**config.mk**
```make
export PLATFORM = sky130hd
export DESIGN_NAME = dmem_arbiter
export DESIGN_NICKNAME = d
export VERILOG_FILES = /design/src/rtl/dmem_arbiter.sv
export SDC_FILE = /design/constraint.sdc
export NUM_CORES = 1
export LEC_CHECK = 0
export BUFFER_PORTS_ARGS = -buffer_cell sky130_fd_sc_hd__clkbuf_2
export CORE_MARGIN = 4
export CORE_UTILIZATION = 49
export CTS_BUF_LIST = sky130_fd_sc_hd__clkbuf_4
export DETAILED_ROUTE_END_ITERATION = 16
export GPL_TIMING_DRIVEN = 0
export MAX_ROUTING_LAYER = met4
export PLACE_DENSITY = 0.87
export SLEW_MARGIN = 15
export SYNTH_ARGS = -nofsm -noshare
export SYNTH_HDL_FRONTEND = slang
export SYNTH_SLANG_ARGS = --single-unit
export TNS_END_PERCENT = 20
```
**constraint.sdc**
```tcl
create_clock -name clk -period 2.45 [get_ports clk]
set_input_delay 0.1225 -clock clk [delete_from_list [all_inputs] [get_ports clk]]
set_output_delay 0.1225 -clock clk [all_outputs]
set_load 0.005 [all_outputs]
```
**src/rtl/dmem_arbiter.sv**
```systemverilog
// Shares the single-port dmem between the fetch and load/store requesters: IDLE -> ACCESS -> RESP.
// Define ARB_ROUND_ROBIN_EN for round-robin arbitration; otherwise the data port has fixed priority.
module dmem_arbiter #(
   parameter int unsigned AW = 32,
   parameter int unsigned DW = 32
) (
   input  logic          clk,
   input  logic          reset_n,
   input  logic          f_req,
   input  logic [AW-1:0] f_addr,
   output logic          f_gnt,
   output logic          f_rvalid,
   input  logic          d_req,
   input  logic          d_we,
   input  logic [AW-1:0] d_addr,
   input  logic [DW-1:0] d_wd,
   input  logic [3:0]    d_be,
   input  logic [1:0]    d_op,
   input  logic [1:0]    d_op2,
   output logic          d_gnt,
   output logic          d_rvalid,
   output logic [DW-1:0] rdata,
   output logic          mem_we,
   output logic [AW-1:0] mem_a,
   output logic [DW-1:0] mem_wd,
   output logic [3:0]    mem_be,
   output logic [1:0]    mem_op,
   output logic [1:0]    mem_op2,
   input  logic [DW-1:0] mem_rd
);

   typedef enum logic [1:0] {
      IDLE   = 2'd0,
      ACCESS = 2'd1,
      RESP   = 2'd2
   } state_t;

   typedef struct packed {
      logic          we;
      logic [AW-1:0] a;
      logic [DW-1:0] wd;
      logic [3:0]    be;
      logic [1:0]    op;
      logic [1:0]    op2;
   } cmd_t;

   state_t        state, state_nxt;
   cmd_t          cmd, cmd_nxt;
   logic          win_d, win_d_nxt;
   logic          pick_d_c;
   logic          f_gnt_nxt, d_gnt_nxt, f_rvalid_nxt, d_rvalid_nxt;
   logic [DW-1:0] rdata_nxt;

`ifdef ARB_ROUND_ROBIN_EN
   logic last_d, last_d_nxt;

   // On contention, grant the port that did not win last time.
   assign pick_d_c = d_req && (!f_req || !last_d);
`else
   assign pick_d_c = d_req;
`endif

   // Next state, command capture and registered handshake outputs
   always_comb begin
      state_nxt    = state;
      cmd_nxt      = cmd;
      win_d_nxt    = win_d;
      f_gnt_nxt    = 1'b0;
      d_gnt_nxt    = 1'b0;
      f_rvalid_nxt = 1'b0;
      d_rvalid_nxt = 1'b0;
      rdata_nxt    = rdata;
`ifdef ARB_ROUND_ROBIN_EN
      last_d_nxt   = last_d;
`endif
      case (state)
         IDLE: begin
            if (f_req || d_req) begin
               state_nxt = ACCESS;
               win_d_nxt = pick_d_c;
`ifdef ARB_ROUND_ROBIN_EN
               last_d_nxt = pick_d_c;
`endif
               if (pick_d_c) begin
                  cmd_nxt   = '{we: d_we, a: d_addr, wd: d_wd, be: d_be, op: d_op, op2: d_op2};
                  d_gnt_nxt = 1'b1;
               end else begin
                  cmd_nxt   = '{we: 1'b0, a: f_addr, wd: '0, be: 4'b1111, op: 2'b01, op2: 2'b00};
                  f_gnt_nxt = 1'b1;
               end
            end
         end
         ACCESS: begin
            state_nxt = RESP;
            if (!cmd.we) rdata_nxt = mem_rd;
         end
         RESP: begin
            state_nxt    = IDLE;
            d_rvalid_nxt = win_d;
            f_rvalid_nxt = !win_d;
         end
         default: state_nxt = IDLE;
      endcase
   end

   always_ff @(posedge clk) begin
      if (!reset_n) begin
         state    <= IDLE;
         cmd      <= '0;
         win_d    <= 1'b0;
         f_gnt    <= 1'b0;
         d_gnt    <= 1'b0;
         f_rvalid <= 1'b0;
         d_rvalid <= 1'b0;
         rdata    <= '0;
`ifdef ARB_ROUND_ROBIN_EN
         last_d   <= 1'b0;
`endif
      end else begin
         state    <= state_nxt;
         cmd      <= cmd_nxt;
         win_d    <= win_d_nxt;
         f_gnt    <= f_gnt_nxt;
         d_gnt    <= d_gnt_nxt;
         f_rvalid <= f_rvalid_nxt;
         d_rvalid <= d_rvalid_nxt;
         rdata    <= rdata_nxt;
`ifdef ARB_ROUND_ROBIN_EN
         last_d   <= last_d_nxt;
`endif
      end
   end

   // dmem port is live only in ACCESS; the write strobe is also gated by reset.
   assign mem_we  = (state == ACCESS) && cmd.we && reset_n;
   assign mem_a   = (state == ACCESS) ? cmd.a   : '0;
   assign mem_wd  = (state == ACCESS) ? cmd.wd  : '0;
   assign mem_be  = (state == ACCESS) ? cmd.be  : '0;
   assign mem_op  = (state == ACCESS) ? cmd.op  : '0;
   assign mem_op2 = (state == ACCESS) ? cmd.op2 : '0;

endmodule
```
==> metrics <==
status=completed; Hold Buf Count CTS=between 100 and 150; vias=approximately 5100; setup slack after placement=slightly above 0.8 ns; Ant. Diodes=0; Syn Area/Cell=10.20 µm²; layout cells sized above 1=0.3566; clock skew=about 0.019 ns; number of nets in the final layout=just under 1000; Adder-Cell Fraction of Synth Area=0; Post-Route WL=approximately 18000 µm; first-pass GRT wire length=28660 µm; Mapped Cells=444; port buffer count=between 200 and 250; Final Core Density=0.8378; Pwr Density=~510 nW/µm²; top post-synthesis cells by area=dfxtp_1 (49%), and2_1 (10%), mux2i_1 (7.1%); area leader, netlist=dfxtp_1; Cell Area, Synth=between 4000 and 5000 µm²; Clock Root Buffer=clkbuf_4; setup tns final=0 ns; main combinational cell family by area after synthesis=compound AO/OA/AOI/OAI gates; Seq/Total Area, Yosys=0.4949; TritonRoute pass-1 iters=5; max-slew violation count=0; Final Setup Violations=0; drt wl/cell=roughly 19 µm; Least-Margin Pin Slew=approximately 0.49 ns; I/O pins=250; Synth Area in Compound Gates=0.2088; Setup Fix Bufs, Post-CTS=0; Crit Path Class=register to output pin; Max Root-Sink Buffers=2; TritonCTS buffer count=9; GRT Overall Usage=0.3355; Power Total=roughly 3.8 mW; CTS tree=built; Post-Synth Simple-Gate Area=0.1820; vias per cell=between 5 and 6; Max VDD drop=0.3155 mV; placed cell areas=approximately 5900 µm²; Ys Warns=0; antenna violations before repair=0; portion of netlist area occupied by mux cells=0.07070; HPWL after DPL=between 10000 and 15000 µm; relative slew slack=0.6757; RSZ-0062 raised after global routing=false; CP Capture Type=output pin; clock transition at the registers of the reported paths=between 0.15 and 0.2 ns; Clk Latency, worst-skew pair=0.44 ns; die area=around 11000 µm²; gr ovfl total=0; Layout area overhead=63.63%; Final period util=0.8772; CP startpoint kind=register; Resized Gates After CTS=0; starting density of the core=0.5120; Final Critical Period=2.149 ns; vias in the first global route=between 5000 and 6000; Fmax achieved=between 0.4 and 0.5 GHz; Die Width=104.2 µm; WP data arrival=2.03 ns; Hold/Removal Path Class=primary input to register; total number of H-tree levels=3; Synth Area in XOR/XNOR=0; R2R setup slack=between 0.5 and 0.6 ns; drc violations=0; largest net degree at the start of global routing=19; maxcap violations=0; post-synth top area share=0.4949; Die Height=around 100 µm; Sink Count=between 100 and 150; GPL Wtd Cong=around 0.9; CP Data Required Time=2.33 ns; Post-Synthesis Net Count=585; site row count=34; static leakage=roughly 3.6 nW; Final Cell Area=roughly 7400 µm²; library cells used by synthesis=26; Yosys reg bits=about 110; Final Hold Fails=0; CP max FO=10; Routed Antenna Nets=0; Core Footprint=about 9000 µm²; Final WS setup=approximately 0.30 ns; initial drt markers=214
## per-layer routing
metal | share of wire | vias to the layer above | GRT usage
met3 | 0.079 | 69 | 0.08256
li1 | - | 2329 | -
met5 | 0 | - | -
met2 | 0.51 | 328 | 0.5696
met4 | 0.046 | 0 | 0.1738
met1 | 0.37 | 2404 | 0.3639
## per-stage QoR
stage               std cells  hold WS (ns)
floorplan                 444        0.2480
global placement          800        0.3322
detailed placement        800        0.3375
CTS                       952      0.001852
global route              952      0.009596
finish                    952       0.02406
## critical path: stages, from the launching register on
cell and delay (ns):
dfxtp_1 0.43, nor2b_1 0.17, buf_2 0.27, clkbuf_1 0.39
and2_1 0.21, clkbuf_2 0.12
## layout by cell type, fill, tap and decap left out, types with 8 or more instances in the layout
| cell | instances |
|---|---|
| and2_1 | 73 |
| clkbuf_2 | 248 |
| clkbuf_4 | 9 |
| nand2_1 | 64 |
| o2bb2ai_1 | 29 |
| a21boi_1 | 17 |
| buf_2 | 23 |
| clkbuf_1 | 12 |
| a21boi_0 | 15 |
| dfxtp_1 | 112 |
| a22o_1 | 36 |
| mux2i_1 | 32 |
| dlygate4sd3_1 | 137 |
| o2bb2ai_2 | 8 |
## power breakdown
part | internal (mW) | switching [mW] | total, mW | leakage, nW
Clock | 0.313 | 0.609 | 0.922 | 0.0704
Sequential | 1.96 | 0.0863 | 2.05 | 0.920
Combinational | 0.454 | 0.385 | 0.839 | 2.59
Total | 2.73 | 1.08 | 3.81 | 3.58
## Yosys cell counts, drive strengths merged
cell / n
a21boi: 32
a21o: 1
a22o: 36
and2: 73
and3: 1
and4b: 1
buf: 27
clkbuf: 12
dfxtp: 112
inv: 1
mux2i: 32
nand2: 64
nand2b: 1
nor2: 2
nor2b: 6
nor3b: 3
o2bb2ai: 37
o31a: 1
or3: 1
or3b: 1
## final cells by class
cell class	instances	area (µm²)
timing repair buffer	385	2613
sequential	112	2242
multi-input combinational	292	2091
fill	444	1435
buffer	39	193.9
tap	108	135.1
clock buffer	9	67.56
clock inverter	6	67.56
inverter	1	3.754
## final timing paths
kind | from | to | cells after the start
setup / recovery | state[0]$_SDFFE_PN0P_ | mem_a[17] | 5
hold / removal | f_addr[10] | cmd[50]$_SDFFE_PN0P_ | 3
setup reg to reg | state[0]$_SDFFE_PN0P_ | rdata[10]$_SDFFE_PN0P_ | 5
hold reg to reg | win_d$_SDFFE_PN0P_ | f_rvalid$_SDFF_PN0_ | 1
## cells by family after synthesis
logic type,Yosys count
compound gates,107
buf+inv,40
flops,112
simple gates,153
mux,32
## sequential cells by signal, indices dropped and copies added, names as in the netlist
signal / count
cmd: 73
rdata: 32
state: 2
d_gnt: 1
d_rvalid: 1
f_gnt: 1
f_rvalid: 1
win_d: 1
Power figures use the tool's default switching activity.
